**config.mk**
```make
export PLATFORM = sky130hd
export DESIGN_NAME = adam_pause_seq
export DESIGN_NICKNAME = d
export VERILOG_FILES = /design/src/rtl/adam_pause_seq.sv
export SDC_FILE = /design/constraint.sdc
export NUM_CORES = 1
export LEC_CHECK = 0
export BUFFER_PORTS_ARGS = -buffer_cell sky130_fd_sc_hd__buf_2
export CAP_MARGIN = 20
export CORE_UTILIZATION = 30
export DETAILED_ROUTE_END_ITERATION = 16
export PLACE_DENSITY = 0.59
export SLEW_MARGIN = 30
export SYNTH_ARGS = -nofsm -noshare
export SYNTH_HDL_FRONTEND = slang
export SYNTH_SLANG_ARGS = --single-unit
```
**constraint.sdc**
```tcl
create_clock -name i_clk -period 4.2 [get_ports i_clk]
set_input_delay 0.84 -clock i_clk [delete_from_list [all_inputs] [get_ports i_clk]]
set_output_delay 0.84 -clock i_clk [all_outputs]
set_load 0.01 [all_outputs]
```
**src/rtl/adam_pause_seq.sv**
```systemverilog
// Ordered pause/resume sequencer: pauses enabled children in ascending order and resumes
// them in descending order. Supports per-stage ack timeouts with sticky error bits, and abort.
module adam_pause_seq #(
  parameter int NO_STAGES = 2,
  parameter int TO_WIDTH  = 16,
  parameter int IDX_WIDTH = (NO_STAGES > 1) ? $clog2(NO_STAGES) : 1
) (
  input  logic                 i_clk,
  input  logic                 i_rst_n,
  input  logic                 i_pause_req,
  output logic                 o_pause_ack,
  input  logic [NO_STAGES-1:0] i_stage_en,
  output logic [NO_STAGES-1:0] o_stage_pause_req,
  input  logic [NO_STAGES-1:0] i_stage_pause_ack,
  input  logic [TO_WIDTH-1:0]  i_timeout,
  output logic [NO_STAGES-1:0] o_err_stage,
  input  logic                 i_err_clr,
  output logic                 o_busy,
  output logic [IDX_WIDTH-1:0] o_stage_idx,
  output logic [1:0]           o_dbg_state
);

  typedef enum logic [1:0] {S_IDLE, S_PAUSING, S_PAUSED, S_RESUMING} state_t;

  localparam logic [IDX_WIDTH-1:0] LAST = IDX_WIDTH'(NO_STAGES - 1);

  state_t                 r_state, w_state_nxt;
  logic [IDX_WIDTH-1:0]   r_idx, w_idx_nxt;
  logic [TO_WIDTH-1:0]    r_cnt, w_cnt_nxt;
  logic [NO_STAGES-1:0]   r_req, w_req_nxt;
  logic [NO_STAGES-1:0]   r_err, w_err_nxt;
  logic                   r_ack, w_ack_nxt;

  logic w_req_cur, w_ack_cur, w_en_cur, w_to_hit, w_last, w_first;
  logic w_step_pause, w_step_resume;
  logic [TO_WIDTH-1:0] w_cnt_inc;

  assign w_req_cur = r_req[r_idx];
  assign w_ack_cur = i_stage_pause_ack[r_idx];
  assign w_en_cur  = i_stage_en[r_idx];
  assign w_to_hit  = (i_timeout != '0) && (r_cnt == i_timeout - TO_WIDTH'(1));
  assign w_last    = (r_idx == LAST);
  assign w_first   = (r_idx == '0);
  assign w_cnt_inc = (r_cnt == '1) ? r_cnt : r_cnt + TO_WIDTH'(1);

  // A stage is finished once skipped, or once its request is up and it acked or timed out.
  assign w_step_pause  = (r_state == S_PAUSING) && i_pause_req &&
                         (!w_en_cur || (w_req_cur && (w_ack_cur || w_to_hit)));
  assign w_step_resume = (r_state == S_RESUMING) && !w_req_cur &&
                         (!w_en_cur || !w_ack_cur || w_to_hit);

  always_ff @(posedge i_clk) begin
    if (!i_rst_n) begin
      r_state <= S_IDLE;
      r_idx   <= '0;
      r_cnt   <= '0;
      r_req   <= '0;
      r_err   <= '0;
      r_ack   <= 1'b0;
    end else begin
      r_state <= w_state_nxt;
      r_idx   <= w_idx_nxt;
      r_cnt   <= w_cnt_nxt;
      r_req   <= w_req_nxt;
      r_err   <= w_err_nxt;
      r_ack   <= w_ack_nxt;
    end
  end

  always_comb begin
    w_state_nxt = r_state;
    w_idx_nxt   = r_idx;
    case (r_state)
      S_IDLE: begin
        if (i_pause_req) begin
          w_state_nxt = S_PAUSING;
          w_idx_nxt   = '0;
        end
      end
      S_PAUSING: begin
        if (!i_pause_req) begin
          w_state_nxt = S_RESUMING;
        end else if (w_step_pause) begin
          if (w_last) w_state_nxt = S_PAUSED;
          else        w_idx_nxt   = r_idx + IDX_WIDTH'(1);
        end
      end
      S_PAUSED: begin
        if (!i_pause_req) begin
          w_state_nxt = S_RESUMING;
          w_idx_nxt   = LAST;
        end
      end
      S_RESUMING: begin
        if (w_step_resume) begin
          if (w_first) w_state_nxt = S_IDLE;
          else         w_idx_nxt   = r_idx - IDX_WIDTH'(1);
        end
      end
      default: w_state_nxt = S_IDLE;
    endcase
  end

  always_comb begin
    w_req_nxt = r_req;
    w_ack_nxt = r_ack;
    w_cnt_nxt = r_cnt;
    w_err_nxt = i_err_clr ? '0 : r_err;
    case (r_state)
      S_PAUSING: begin
        if (!i_pause_req) begin
          w_cnt_nxt = '0;
        end else if (w_en_cur && !w_req_cur) begin
          w_req_nxt[r_idx] = 1'b1;
          w_cnt_nxt        = '0;
        end else if (w_step_pause) begin
          w_cnt_nxt = '0;
          if (w_en_cur && !w_ack_cur) w_err_nxt[r_idx] = 1'b1;
          if (w_last)                 w_ack_nxt        = 1'b1;
        end else begin
          w_cnt_nxt = w_cnt_inc;
        end
      end
      S_PAUSED: begin
        if (!i_pause_req) w_cnt_nxt = '0;
      end
      S_RESUMING: begin
        if (w_req_cur) begin
          w_req_nxt[r_idx] = 1'b0;
          w_cnt_nxt        = '0;
        end else if (w_step_resume) begin
          w_cnt_nxt = '0;
          if (w_en_cur && w_ack_cur) w_err_nxt[r_idx] = 1'b1;
          if (w_first)               w_ack_nxt        = 1'b0;
        end else begin
          w_cnt_nxt = w_cnt_inc;
        end
      end
      default: w_cnt_nxt = '0;
    endcase
  end

  assign o_pause_ack       = r_ack;
  assign o_stage_pause_req = r_req;
  assign o_err_stage       = r_err;
  assign o_busy            = (r_state == S_PAUSING) || (r_state == S_RESUMING);
  assign o_stage_idx       = r_idx;
  assign o_dbg_state       = r_state;

endmodule

```
* After elaboration in Yosys (flattened, before gate mapping)
Index checks and enable logic that the tools add are counted.
** Operators by class
- $mul :: 0
- $lt $le $gt $ge :: 2
- Divide/modulo/power cells :: 0
- Eq/ne operators :: 18
- Bitwise logic cells :: 4
- Shift-type cells :: 0
- Add/sub/neg operators :: 4
- Muxes and demuxes :: 53
- Reductions and logical operators :: 25
** Operator list (count)
- 16-bit 2-to-1 mux :: 7
- 16-bit one-hot mux with 3 select lines :: 1
- 2-bit 2-to-1 mux :: 18
- 2-bit != test, second input constant :: 11
- 1-bit 2-to-1 mux :: 21
- 16-bit by 1-bit adder with 16-bit output, second input constant :: 1
- 16-bit == test :: 1
- 16-bit == test, second input constant :: 1
- 16-bit nonzero test :: 1
- 16-bit by 1-bit subtractor with 16-bit output, second input constant :: 1
- 1-bit logical AND :: 10
- 2-bit one-hot mux with 2 select lines :: 2
- 2-bit one-hot mux with 4 select lines :: 1
- 8-bit AND reduction :: 1
- 3-bit != test, second input constant :: 2
- 6-bit AND reduction :: 1
- 1-bit logical OR :: 5
- 5-bit AND reduction :: 1
- 2-bit == test, second input constant :: 2
- 2-bit OR :: 2
- 1-bit one-hot mux with 4 select lines :: 1
- 4-bit AND reduction :: 1
- 1-bit zero test :: 3
- 2-bit bitwise AND :: 1
- 10 further kinds :: 10
** Storage, ports and cells
- Logic and storage cells :: 112
- Memories kept :: 0
- Memory bits (read-only) :: 0
- Memory bits (writable) :: 0
- Bits in latches :: 0
- Bits in registers :: 24

* Logic depth before layout (Yosys ltp)
Gate-level depths: netlist of the first run.
- Word-level depth :: 11
- Gate-level depth with buffers :: 13
- Gate-level depth less buffers :: 10

* Worst setup path before layout of the first run
OpenSTA, ideal clock, no wires.
- Path type :: input to register
- From :: in i_timeout[0]
- To :: reg r_err[0] (netlist: o_err_stage[0])
- Slack :: 0.719 ns
- Cell stages on the path :: 11
- Path buffers :: 1
- Data arrival time :: 3.411 ns
- Setup time :: 0.070 ns
- Path through :: inv_1 -> ha_1 -> clkbuf_1 -> or4b_1 -> nor4b_2 -> xnor2_1 -> nor2_1 -> a2111oi_4 -> nand2_2 -> or4_1 -> a21oi_1
** On the way
- Word-level cells in the longest chain between the ends :: 11
- Elaborated cells between the ends (all ways) :: 16
- Classes of those cells :: 1 x add/sub; 1 x eq/ne; 6 x mux; 8 x reduce/logical
** Ends and longest elaborated chain
- from (decl) :: RTL line 15 : input logic [TO_WIDTH-1:0] i_timeout,
- 16-bit by 1-bit subtractor with 16-bit output :: RTL line 41 : assign w_to_hit = (i_timeout != '0) && (r_cnt == i_timeout - TO_WIDTH'(1));
- 16-bit == test :: RTL line 41
- 1-bit logical AND (*) :: RTL line 41
- 1-bit logical OR :: RTL line 48 : (!w_en_cur || (w_req_cur && (w_ack_cur || w_to_hit)));
- 1-bit logical AND :: RTL line 48
- 1-bit logical OR :: RTL line 48
- 1-bit logical AND :: RTL line 47 : assign w_step_pause = (r_state == S_PAUSING) && i_pause_req &&
- 2-bit 2-to-1 mux :: RTL line 116 : end else if (w_step_pause) begin
- 2-bit 2-to-1 mux :: RTL line 113 : end else if (w_en_cur && !w_req_cur) begin
- 2-bit 2-to-1 mux :: RTL line 111 : if (!i_pause_req) begin
- 2-bit one-hot mux with 2 select lines (*) :: RTL line 109 : case (r_state)
- to (signal assigned) :: RTL line 65 : r_err <= w_err_nxt;
- to (decl) :: RTL line 31 : logic [NO_STAGES-1:0] r_err, w_err_nxt;
Every way passes the cells marked *; elsewhere a longest branch is shown, timed or not.
A chain may end at the register's enable or synchronous reset.

* Worst setup path in the final report of the first run
Same ends and word-level chain as after synthesis.

==> results of run 1 <==
[power by group]
group	leakage (nW)	switching, mW	total [mW]	internal, mW
Combinational	0.621	0.157	0.267	0.110
Sequential	0.194	0.0252	0.265	0.240
Clock	0.0288	0.0808	0.165	0.0838
[per-stage QoR]
step / cells / total power [mW]
after floorplan: 312 / 0.456
after global placement: 424 / 0.533
after detailed placement: 424 / 0.533
after CTS: 428 / 0.698
after global routing: 428 / 0.741
final: 428 / 0.697
[final timing paths]
path                     start             end  slack, ns  cells after the start
setup / recovery  i_timeout[0]  o_err_stage[0]       0.65                     11
setup reg to reg      r_cnt[4]  o_err_stage[0]       1.17                      8
hold / removal     o_pause_ack     o_pause_ack       0.47                      2
hold reg to reg    o_pause_ack     o_pause_ack       0.47                      2
[cell type report]
class | count | area [µm²]
Inverter | 12 | 45.0
Tap cell | 99 | 124
Sequential cell | 24 | 480
Timing Repair Buffer | 34 | 175
Multi-Input combinational cell | 255 | 1670
Clock buffer | 4 | 55.1
Fill cell | 793 | 4740
[placed cells by master (no fill, tap or decap), types with 2 or more instances in the layout]
master,netlist,final
nand2_1,41,41
buf_2,2,32
dfxtp_1,24,24
nand3_1,21,21
nor3_1,20,20
a21oi_1,17,17
a31oi_1,17,17
xnor2_1,17,17
nor2_1,16,16
inv_1,11,11
nand4_1,8,8
mux2i_1,7,7
o21ai_0,7,7
ha_1,7,7
xor2_1,5,5
nor4_1,5,5
o21ai_1,5,5
nand4b_1,4,4
or3_1,4,4
or4_1,4,4
clkbuf_8,0,4
nor2b_1,3,3
a21o_1,3,3
nand3b_1,3,3
mux2_2,2,2
nand2b_1,2,2
a311oi_1,2,2
or4_4,2,2
or4b_1,2,2
a211oi_1,2,2
a211o_1,2,2
and2_1,2,2
a21bo_1,2,2
a22oi_1,2,2
buf_4,0,2
[worst min-delay path, stage by stage (launching register included)]
cell and delay [ns]:
dfxtp_1 0.32, nand2_1 0.05, o21ai_1 0.05
[kinds of logic after synthesis]
logic type / count (synthesis) / synth area share
AND/OR/NAND/NOR: 145 / 0.344
AO/OA/AOI/OAI: 71 / 0.214
XOR/XNOR: 23 / 0.0942
buffers and inverters: 33 / 0.0586
adder cells (fa/ha/maj): 7 / 0.0384
multiplexers: 9 / 0.0405
flip-flops: 24 / 0.210
[flip-flops by register name (all words and copies together) (netlist names), named ones only]
register and flops:
o_dbg_state 2, o_err_stage 2, o_pause_ack 1, o_stage_idx 1, r_cnt 16
[routing by layer]
metal,vias up,GRT usage,wire length [µm]
met4,0,0.0289,58
li1,1192,-,-
met1,1092,0.227,2990
met3,7,0.0102,259
met2,71,0.244,2590
met5,-,0,0
==> summary.md, run 1 <==
| Metric | Value |
|---|---|
| Status | `complete, no violations` |
| Pwr/cell area | `between 200 and 300 nW/µm²` |
| Number of setup violations in the final report | `0` |
| Post-synthesis sequential area ratio | `0.210` |
| Drt pass-1 iters | `4` |
| Vias per cell | `5.52` |
| Final Util | `0.350` |
| Post-place setup slack | `0.359 ns` |
| Max Fanout on Critical Path | `9` |
| EDFF count, synth | `0` |
| Finished Cell Area | `2550 µm²` |
| Site row count | `31` |
| Final net count | `361` |
| Max Cap Violations | `0` |
| Worst path arrival time | `3.74 ns` |
| Yosys reg bits | `24` |
| IO Pins | `33` |
| Final Max Tran Viols | `0` |
| Worst Hold Margin | `0.467 ns` |
| Clock slew at reported path FFs | `0.09 ns` |
| Clock buffer depth | `2` |
| Die Footprint | `approximately 8000 µm²` |
| Starting Density | `0.313` |
| GPL Wtd Cong | `between 0.8 and 0.9` |
| Vias in the first global route | `roughly 2100` |
| Post-Synthesis Cells | `312` |
| H-tree depth | `1` |
| CP Launch Type | `input port` |
| Tot GR Track Use | `0.153` |
| Initial antenna violation count | `0` |
| DR WL/cell | `approximately 14 µm` |
| Final HPWL DP | `4460 µm` |
| Die Wd | `89.2 µm` |
| Drt total wl | `5900 µm` |
| Synthesized area | `2280 µm²` |
| Leak | `0.844 nW` |
| Crit path kind | `input port to flip-flop` |
| Critical path buffers and inverters | `2` |
| CTS resizes | `0` |
| Synth unique cells | `57` |
| Syn-to-layout area delta | `11.6%` |
| Least-Margin Pin Slew | `around 0.77 ns` |
| N_diodes | `0` |
| Cell Chain, Critical Path | `buf_2 > inv_1 > ha_1 > or4b_1 > nor4b_2 > xnor2_1 > nor2_1 > a2111oi_4 > nand2_2 > or4_1 > a21oi_1` |
| Top_reg_cell synth | `dfxtp_1` |
| Fraction of layout cells with a size suffix above 1 | `0.152` |
| DRT antenna net count | `0` |
| Gr ovfl total | `0` |
| Min-Delay Path Class | `flip-flop to flip-flop` |
| Clk sinks | `24` |
| # DRC | `0` |
| Root buffer cell | `clkbuf_8` |
| Most frequent cell after synthesis | `nand2_1` |
| Peak per-stage delay on the critical path | `0.50 ns` |
| Worst slew margin | `0.489` |
| Synthesized net count | `343` |
| Hold Violations, Final | `0` |
| CP max stage cell | `or4b_1` |
| Final Skew | `between 0.003 and 0.004 ns` |
| Critical path's top delay family | `simple AND/OR/NAND/NOR gates` |
| CTS Buf Count | `3` |
| Clock Latency Late Sink | `0.27 ns` |
| Share of Yosys cell area claimed by the top area cell type | `0.210` |
| Post-CTS setup buffers | `0` |
| Crit path capture type | `flip-flop` |
| Post-Syn Area per Cell | `around 7.3 µm²` |
| Area after DPL | `2490 µm²` |
| Drt initial violations | `between 200 and 250` |
| Largest net degree at the start of global routing | `22` |
| Area contributors post-synth | `dfxtp_1 (21%), nand2_1 (6.7%), xnor2_1 (6.5%)` |
| First-pass GRT wire length | `9840 µm` |
| CTS tree | `built` |
| Ys async rst share | `0` |
| RSZ-0062 raised after global routing | `false` |
| IO buf count | `32` |
| Worst EP required | `between 4 and 5 ns` |
| Final critical-path share of the clock period | `0.845` |
| Synth area leader | `dfxtp_1` |
| Syn. warnings | `0` |
| Core ar. | `7290 µm²` |
| Hold_buf cts | `0` |
| Die Y | `89.2 µm` |
| Max Freq | `282 MHz` |
| Total number of vias | `2362` |
| Maximum vdd drop | `161 µV` |
| Setup TNS Final | `0 ns` |
| Fin crit period | `roughly 3.5 ns` |
| PnR worst setup slack | `0.652 ns` |
| Post-synth top cells | `nand2_1 (41), dfxtp_1 (24), nand3_1 (21)` |
(Power assumes the default switching activity.)
==> inputs of run 2 (changes only) <==
--- a/config.mk
+++ b/config.mk
@@ -9,7 +9,7 @@
 export CAP_MARGIN = 20
 export CORE_UTILIZATION = 30
 export DETAILED_ROUTE_END_ITERATION = 16
-export PLACE_DENSITY = 0.59
+export PLACE_DENSITY = 0.61
 export SLEW_MARGIN = 30
 export SYNTH_ARGS = -nofsm -noshare
 export SYNTH_HDL_FRONTEND = slang
==> constraint.sdc (replaced) <==
create_clock -name i_clk -period 2.95 [get_ports i_clk]
set_input_delay 0.59 -clock i_clk [delete_from_list [all_inputs] [get_ports i_clk]]
set_output_delay 0.59 -clock i_clk [all_outputs]
set_load 0.01 [all_outputs]
==> run 2 against run 1 <==
  * Via count increased by 6.7%
  * Register-to-register slack got worse by 1.0 ns
  * Non-clock buffer count is 45 higher
  * Worst setup slack worse by 0.71 ns
  * The run now ends with negative setup slack left
  * Final area rose by 19%
  * Final cell count rose by 10%
  * Die area unchanged
  * Clock-buffer cell count down 1
  * Global-route usage is 0.82 points higher
  * Hold slack worse by 0.0018 ns
  * Largest power group unchanged
==> summary.md, run 2 (synthesized netlist as in run 1, its figures left out) <==
| Metric | Value |
|---|---|
| IO Pins | `33` |
| Post-Layout Cell Count | `between 400 and 500` |
| Gr ovfl total | `0` |
| Max Freq | `332 MHz` |
| Hold Violations, Final | `0` |
| Clk sinks | `24` |
| Met1 Usage GRT | `0.219` |
| Least-Margin Pin Slew | `0.563 ns` |
| Critical path's top delay family | `simple AND/OR/NAND/NOR gates` |
| Status | `complete, but fails checks` |
| Fraction of layout cells with a size suffix above 1 | `0.303` |
| Total power | `roughly 1 mW` |
| Post-place setup slack | `-0.396 ns` |
| Site row count | `31` |
| Final HPWL DP | `4760 µm` |
| GR Util met2 | `0.269` |
| Core ar. | `7290 µm²` |
| GPL Wtd Cong | `0.878` |
| # DRC | `0` |
| Final Util | `0.416` |
| Pwr/cell area | `338 nW/µm²` |
| Beginning of the critical path | `i_timeout[5]` |
| Flop2flop setup slack | `between 0.15 and 0.2 ns` |
| Syn-to-layout area delta | `32.8%` |
| Final Skew | `0.00384 ns` |
| Peak per-stage delay on the critical path | `0.59 ns` |
| Worst slew margin | `0.622` |
| IO buf count | `32` |
| CTS Buf Count | `3` |
| Maximum vdd drop | `208 µV` |
| CP max stage cell | `or4_4` |
| Leading cell type in the layout, fill and taps excluded | `buf_4` |
| CTS tree | `built` |
| Die Y | `89.2 µm` |
| Min-Delay Path Class | `flip-flop to flip-flop` |
| Worst Hold Margin | `0.465 ns` |
| R2R cell count | `10` |
| Largest net degree at the start of global routing | `21` |
| Clock buffer depth | `2` |
| Finished Cell Area | `roughly 3000 µm²` |
| Min-Delay Path Depth | `2` |
| Initial antenna violation count | `0` |
| Clock slew at reported path FFs | `0.09 ns` |
| Global routing's busiest layer | `met2` |
| Cell Chain, Critical Path | `buf_6 > or4_4 > nor4_4 > xnor2_1 > or4_4 > a2111oi_4 > buf_4 > nand2_4 > buf_6 > a21bo_1 > o221a_1` |
| Number of setup violations in the final report | `7` |
| Worst r2r dst | `o_dbg_state[0]` |
| Starting Density | `0.313` |
| Clock Latency Late Sink | `0.27 ns` |
| Root buffer cell | `clkbuf_8` |
| Leak | `1.11 nW` |
| Drt total wl | `roughly 6300 µm` |
| Drt pass-1 iters | `4` |
| Max Fanout on Critical Path | `5` |
| Area after DPL | `around 2800 µm²` |
| Most frequent cells in the layout | `buf_4 (43), nand2_1 (41), buf_2 (28), dfxtp_1 (24)` |
| Die Wd | `between 80 and 90 µm` |
| Placed insts | `464` |
| N_diodes | `0` |
| Largest register FFs | `16` |
| H-tree depth | `1` |
| Reg2reg start | `r_cnt[3]` |
| CP Launch Type | `input port` |
| Fill cells | `772` |
| Critical path buffers and inverters | `3` |
| Total number of vias | `2521` |
| Vias in the first global route | `about 2200` |
| Worst EP required | `3.12 ns` |
| RSZ-0062 raised after global routing | `true` |
| Tot GR Track Use | `0.161` |
| Hold endpoint | `o_pause_ack` |
| Crit path capture type | `flip-flop` |
| Max Cap Violations | `0` |
| Crit path kind | `input port to flip-flop` |
| DR WL/cell | `13.3 µm` |
| Failing checks | `negative setup slack` |
| Final Max Tran Viols | `0` |
| Drt initial violations | `between 150 and 200` |
| Fin crit period | `3.01 ns` |
| Vias per cell | `5.34` |
| Die Footprint | `~8000 µm²` |
| Setup TNS Final | `-0.179 ns` |
| Largest Register | `r_cnt` |
| First-pass GRT wire length | `~10000 µm` |
| Final critical-path share of the clock period | `1.02` |
| GR met3 Demand/Resource | `0.0175` |
| DRT antenna net count | `0` |
| Worst path arrival time | `3.18 ns` |
| PnR worst setup slack | `-0.0597 ns` |
| HP Start | `o_pause_ack` |
| Final net count | `406` |
[run 2: worst reg2reg max path: cells and delay by family, from the launching register on]
family / cells / cell delay [ns]
AO/OA/AOI/OAI: 3 / 0.78
buffers and inverters: 2 / 0.31
XOR/XNOR: 2 / 0.24
flip-flops: 1 / 0.45
AND/OR/NAND/NOR: 3 / 0.91
[run 2: worst max-delay path by stage]
| stage | end | slack, ns | cells past startpoint |
|---|---|---|---|
| 6_report | o_dbg_state[0] | -0.06 | 11 |
| 3_5_place_dp | o_err_stage[0] | -0.40 | 10 |
| 2_1_floorplan | r_cnt[7] | -0.13 | 12 |
| 5_1_grt | r_cnt[7] | -0.14 | 12 |
| 4_1_cts | r_cnt[7] | -0.05 | 12 |
| 3_3_place_gp | o_dbg_state[0] | -0.35 | 11 |
[run 2: power by group]
group          switching (mW)  total (mW)  internal [mW]  leakage (nW)
sequential             0.0254       0.367          0.341         0.194
combinational           0.255       0.454          0.199         0.895
clock                   0.113       0.205         0.0918        0.0216
total                   0.394        1.03          0.632          1.11
[run 2: repair_timing]
item	CTS	global route
pin swaps	6	6
hold endpoints to repair	0	0
setup buffers	2	3
gates resized for setup	10	18
endpoints found under the setup margin	13	18
hold buffers	0	0
[run 2: cell type report]
class,instances,area (µm²),share of cell area
multi-input cells,255,1770,0.584
repair buffers,79,553,0.182
flip-flops and latches,24,480,0.158
well taps,99,124,0.0408
inverters,12,62.6,0.0206
clock buffers,3,41.3,0.0136
[run 2: layer usage]
layer  vias up  share of wire  wire [µm]
li1       1277              -          -
met1      1159           0.49       3060
met2        76           0.45       2810
met3         9          0.051        320
met4         0          0.014         88
met5         -              0          0
